### src/rtl/uart_pkg.sv
// Shared UART definitions: transmit-queue FSM states, data width and the
// baud-generator constants used by the serializer and by test benches.
package uart_pkg;

  typedef enum logic [1:0] {
    TXF_IDLE   = 2'd0,
    TXF_ACCEPT = 2'd1,
    TXF_DONE   = 2'd2
  } tx_fifo_state_t;

  localparam int UART_DATA_W = 8;

  // Baud generation: a phase accumulator of UART_ACC_W bits advanced by
  // UART_ACC_INC each clock overflows at the bit rate.
  localparam longint unsigned UART_CLK_HZ = 64'd100_000_000;
  localparam longint unsigned UART_BAUD   = 64'd115_200;
  localparam longint unsigned UART_ACC_W  = 64'd16;

  // Rounded accumulator increment: baud * 2^acc_w / clk_hz.
  function automatic longint unsigned baud_acc_inc(
    input longint unsigned clk_hz,
    input longint unsigned baud,
    input longint unsigned acc_w
  );
    longint unsigned num;
    num = (baud << acc_w) + (clk_hz >> 1);
    return num / clk_hz;
  endfunction

  localparam longint unsigned UART_ACC_INC =
    baud_acc_inc(UART_CLK_HZ, UART_BAUD, UART_ACC_W);

endpackage

### src/rtl/sync_fifo_mem.sv
// Synchronous FIFO storage: array with a registered read port, wrap-bit
// read/write pointers, and full/empty/level derived from the pointers.
module sync_fifo_mem #(
  parameter  int DEPTH = 16,
  parameter  int WIDTH = 8,
  localparam int PTR_W = $clog2(DEPTH)
) (
  input  logic             clock,
  input  logic             reset,
  input  logic             wr_en,
  input  logic [WIDTH-1:0] wr_data,
  input  logic             rd_en,
  output logic [WIDTH-1:0] rd_data,
  output logic             full,
  output logic             empty,
  output logic [PTR_W:0]   level
);

  logic [WIDTH-1:0] mem [DEPTH];
  logic [PTR_W:0]   wr_ptr_reg;
  logic [PTR_W:0]   rd_ptr_reg;
  logic [WIDTH-1:0] rd_data_reg;
  logic             wr_fire;
  logic             rd_fire;

  // Same index with different wrap bits means the writer lapped the reader.
  assign full  = (wr_ptr_reg[PTR_W] != rd_ptr_reg[PTR_W]) &&
                 (wr_ptr_reg[PTR_W-1:0] == rd_ptr_reg[PTR_W-1:0]);
  assign empty = (wr_ptr_reg == rd_ptr_reg);
  assign level = wr_ptr_reg - rd_ptr_reg;

  // Writes into a full queue and reads from an empty one are ignored here,
  // so callers cannot corrupt the pointers.
  assign wr_fire = wr_en && !full;
  assign rd_fire = rd_en && !empty;
  assign rd_data = rd_data_reg;

  // Storage write; left without reset so the array maps onto block RAM.
  always_ff @(posedge clock) begin
    if (wr_fire) begin
      mem[wr_ptr_reg[PTR_W-1:0]] <= wr_data;
    end
  end

  // Registered read of the head entry; the value holds until the next pop.
  always_ff @(posedge clock) begin
    if (reset) begin
      rd_data_reg <= '0;
    end else if (rd_fire) begin
      rd_data_reg <= mem[rd_ptr_reg[PTR_W-1:0]];
    end
  end

  // Pointer advance; a simultaneous write and read leaves the level unchanged.
  always_ff @(posedge clock) begin
    if (reset) begin
      wr_ptr_reg <= '0;
      rd_ptr_reg <= '0;
    end else begin
      if (wr_fire) begin
        wr_ptr_reg <= wr_ptr_reg + 1'b1;
      end
      if (rd_fire) begin
        rd_ptr_reg <= rd_ptr_reg + 1'b1;
      end
    end
  end

endmodule

### src/rtl/uart_tx_fifo.sv
// Byte queue feeding the UART transmit serializer. Bytes arrive on a
// valid/ready port, are buffered in sync_fifo_mem, and are issued one frame
// at a time with a single-cycle tx_start, waiting on tx_busy between frames.
// Optional sticky overflow flag (with overflow_clear input) is built when
// UART_TX_FIFO_OVERFLOW_EN is defined; otherwise full-queue writes are
// silently dropped.
module uart_tx_fifo
  import uart_pkg::*;
#(
  parameter  int DEPTH = 16,
  parameter  int WIDTH = UART_DATA_W,
  localparam int PTR_W = $clog2(DEPTH)
) (
  input  logic             clock,
  input  logic             reset,
  input  logic [WIDTH-1:0] wr_data,
  input  logic             wr_valid,
  output logic             wr_ready,
  output logic [WIDTH-1:0] tx_data,
  output logic             tx_start,
  input  logic             tx_busy,
  output logic [PTR_W:0]   level,
  output logic             empty
`ifdef UART_TX_FIFO_OVERFLOW_EN
  ,
  output logic             overflow,
  input  logic             overflow_clear
`endif
);

  tx_fifo_state_t state_reg;
  logic           tx_start_reg;
  logic           full;
  logic           pop;

  // Issue only from IDLE, with data queued and the serializer quiet. After a
  // reset the FSM is in IDLE, so a frame still on the wire blocks the next
  // issue through tx_busy without being disturbed.
  assign pop = (state_reg == TXF_IDLE) && !empty && !tx_busy;

  assign wr_ready = !full;
  assign tx_start = tx_start_reg;

  sync_fifo_mem #(
    .DEPTH (DEPTH),
    .WIDTH (WIDTH)
  ) u_mem (
    .clock   (clock),
    .reset   (reset),
    .wr_en   (wr_valid),
    .wr_data (wr_data),
    .rd_en   (pop),
    .rd_data (tx_data),
    .full    (full),
    .empty   (empty),
    .level   (level)
  );

  // Issue FSM: pulse tx_start with the popped byte, wait for the serializer
  // to go busy, then wait for it to finish before looking at the queue again.
  always_ff @(posedge clock) begin
    if (reset) begin
      state_reg    <= TXF_IDLE;
      tx_start_reg <= 1'b0;
    end else begin
      tx_start_reg <= 1'b0;
      case (state_reg)
        TXF_IDLE: begin
          if (pop) begin
            tx_start_reg <= 1'b1;
            state_reg    <= TXF_ACCEPT;
          end
        end
        TXF_ACCEPT: begin
          if (tx_busy) begin
            state_reg <= TXF_DONE;
          end
        end
        TXF_DONE: begin
          if (!tx_busy) begin
            state_reg <= TXF_IDLE;
          end
        end
        default: begin
          state_reg <= TXF_IDLE;
        end
      endcase
    end
  end

`ifdef UART_TX_FIFO_OVERFLOW_EN
  logic overflow_reg;

  assign overflow = overflow_reg;

  // Sticky overflow: a rejected write sets it, and wins over a same-cycle clear.
  always_ff @(posedge clock) begin
    if (reset) begin
      overflow_reg <= 1'b0;
    end else if (wr_valid && full) begin
      overflow_reg <= 1'b1;
    end else if (overflow_clear) begin
      overflow_reg <= 1'b0;
    end
  end
`endif

endmodule

### config.mk
export PLATFORM = sky130hd
export DESIGN_NAME = uart_tx_fifo
export DESIGN_NICKNAME = d
export VERILOG_FILES = /design/src/rtl/uart_pkg.sv /design/src/rtl/sync_fifo_mem.sv /design/src/rtl/uart_tx_fifo.sv
export SDC_FILE = /design/constraint.sdc
export NUM_CORES = 1
export LEC_CHECK = 0
export BUFFER_PORTS_ARGS = -buffer_cell sky130_fd_sc_hd__buf_2
export CORE_ASPECT_RATIO = 2
export CORE_MARGIN = 5
export CORE_UTILIZATION = 35
export DETAILED_ROUTE_END_ITERATION = 10
export GPL_TIMING_DRIVEN = 0
export PLACE_DENSITY = 0.49
export SLEW_MARGIN = 20
export SYNTH_ARGS = -nofsm -noshare
export SYNTH_HDL_FRONTEND = slang
export SYNTH_SLANG_ARGS = --single-unit
### constraint.sdc
create_clock -name clock -period 3.7 [get_ports clock]
set_input_delay 0.37 -clock clock [delete_from_list [all_inputs] [get_ports clock]]
set_output_delay 0.37 -clock clock [all_outputs]
set_load 0.03 [all_outputs]
==> flow_summary.ini <==
[timing]
clock-skew-final_ps = 8.72
rsz0062_at_grt = false
min_period_ps = 3450
min_period_over_period = 0.932
max-slew-margin-rel = 0.564
worst_pin_slew_ps = 652
maxSlewViolCount = 0
max_clock_freq_mhz = 290
report.final.hold_viol_count = 0
postLayoutSetupSlackWorst_ps = 251
setup_viol = 0

[min_path]
hold_class = in2reg
hp-start = tx_busy
hold_depth = 2

[place]
place.gp.congestion = 0.810
dpl-instance-area_um2 = 6440
pre_cts_ws_ps = 139
dp_hpwl_um = 10100
io_buffers = 27

[global_route]
overflow = 0
grt_pass1_vias = 3375
grt_start_max_net_pins = 17
grt_pass1_wl_um = 20700
gr-usage-all-layers = 0.150
antenna_found_initial = 0

[cells_and_area]
n_antenna_cell = 0
design_area_um2 = 6990
seq_area_um2 = 4260
final_nets = 413
syn2layout_area_growth_pct = 16.5
largest_register_ffs = 128
multi_input_area_um2 = 1630
drive_gt1_frac = 0.241
nFillCells = 1493

[setup_path]
path_class = reg2reg
cp_data_required_time_ps = 3760
r2r-start = u_mem.rd_ptr_reg[2]
critPathMaxFanout = 10
worstPathArrival_ps = 3510
r2r_cells = 9
end_kind = flop
startpoint = u_mem.rd_ptr_reg[2]
critPathLaunchType = flop

[die]
io_pins = 28
fp.coreArea_um2 = 16800
start_util = 0.356
num_rows = 67
dieWidth_um = 103
dieArea_um2 = 20000
dieHeight_um = 195

[synth]
synth_top_cells_by_count = 128 x edfxtp_1, 25 x mux4_2, 21 x dfxtp_1, 21 x nor2_1, 14 x mux2i_1
ys_top_cells_by_area = edfxtp_1 64%, mux4_2 9.4%, dfxtp_1 7.0%
netlist.area_leader.share = 0.640
synth_edf_count = 128
synth.avg_cell_area_um2 = 17.6
ys_seq_elements = 149
yosys.area.top_type = edfxtp_1
synth_area_um2 = 6000
synth_top_flop_cell = edfxtp_1
yosys_warnings = 0
synthArstFlopShare = 0
syn-num-nets = 363
synth_most_common_cell = edfxtp_1
syn_inst = 341
synth.distinct_cells = 43
seq_area_frac_synth = 0.710

[route]
vias = 3116
drt_iter0_markers = 104
dr.pass1.iters = 4
avgViaCountPerCell = 5.12
wirelength_um = 13900
drc = 0
wl_per_cell_um = 22.9
ant_nets = 0

[job]
drv_cap = 0

[clock_network]
clockBufferDepth = 2
htreeDepth = 4
cts_buffers = 17
cts-root-buf = clkbuf_16
clk_latency_ps = 420
cts_tree = built
cts.sinks = 149
path_clk_slew_ps = 60
cts_hold_buffers = 0

[power_and_ir_drop]
p_leak_nw = 2.34
peakVddDrop_mv = 0.336
power_density_nw_per_um2 = 584

[run_status]
outcome = finished, final reports clean
-- per-layer routing --
layer  up-vias  wire [um]  global-route usage
met2        60       7720               0.266
li1       1461          -                   -
met5         -          0                   0
met4         0        775              0.0925
met3        28        444              0.0336
met1      1567       4990               0.153
-- stage by stage --
stage	power [mW]	hold WS, ps	setup TNS (ps)	cells	utilization
2_1_floorplan	2.34	442	0	341	-
3_3_place_gp	2.53	458	-22640	575	0.380
3_5_place_dp	2.54	474	0	579	0.382
4_1_cts	4.13	114	0	609	0.414
5_1_grt	4.24	123	0	609	0.415
6_report	4.08	135	0	609	0.415
-- placed cells by master (no fill, tap or decap), types with 10 or more instances in the layout --
master	synthesis	routed
and3_1	10	10
mux4_2	25	25
clkbuf_1	5	10
clkbuf_16	0	17
inv_1	10	10
nor2_1	21	21
buf_2	7	37
dfxtp_1	21	21
a21oi_1	12	12
mux2i_1	14	14
edfxtp_1	128	128
-- critical path, stage by stage (launching register included) --
cell and delay, ps:
dfxtp_1 340, buf_2 280, buf_2 350, inv_1 150, ha_1 370, nand4_1 150
clkbuf_1 400, o21ai_2 260, nor2_1 260, and3_1 510
-- layout make-up --
class	count	share of cell area
multi-input cells	164	0.233
repair buffers	31	0.0226
inverters	10	0.00537
clock inverters	8	0.0122
clock buffers	22	0.0635
flip-flops and latches	149	0.610
plain buffers	18	0.0163
well taps	207	0.0371
-- path summary, 6_finish.rpt --
check                    endpoint  slack [ps]
setup / recovery  u_mem.mem[4][0]         250
setup reg to reg  u_mem.mem[4][0]         250
hold reg to reg      state_reg[0]         470
hold / removal       state_reg[0]         130
-- where the power goes --
group	switching, mW	leakage (nW)	internal, mW
logic	0.368	0.750	0.234
clock network	0.616	0.258	0.972
registers	0.0249	1.33	1.87
total	1.01	2.34	3.08
-- kinds of logic (layout without fill, tap and decap cells) --
kind of cell | Yosys count | count (layout) | share of synthesized area
and+or+nand+nor | 54 | 54 | 0.0492
DFF | 149 | 149 | 0.710
muxes | 39 | 39 | 0.117
adders and majority gates | 10 | 10 | 0.0221
buffers and inverters | 28 | 89 | 0.0252
xor gates and xnor gates | 13 | 13 | 0.0202
AOI/OAI and AO/OA | 48 | 48 | 0.0557
-- what timing repair did --
item	CTS	global route
gates resized for setup	0	2
setup endpoints to repair	0	9
setup buffers	0	0
(Power assumes the default switching activity.)
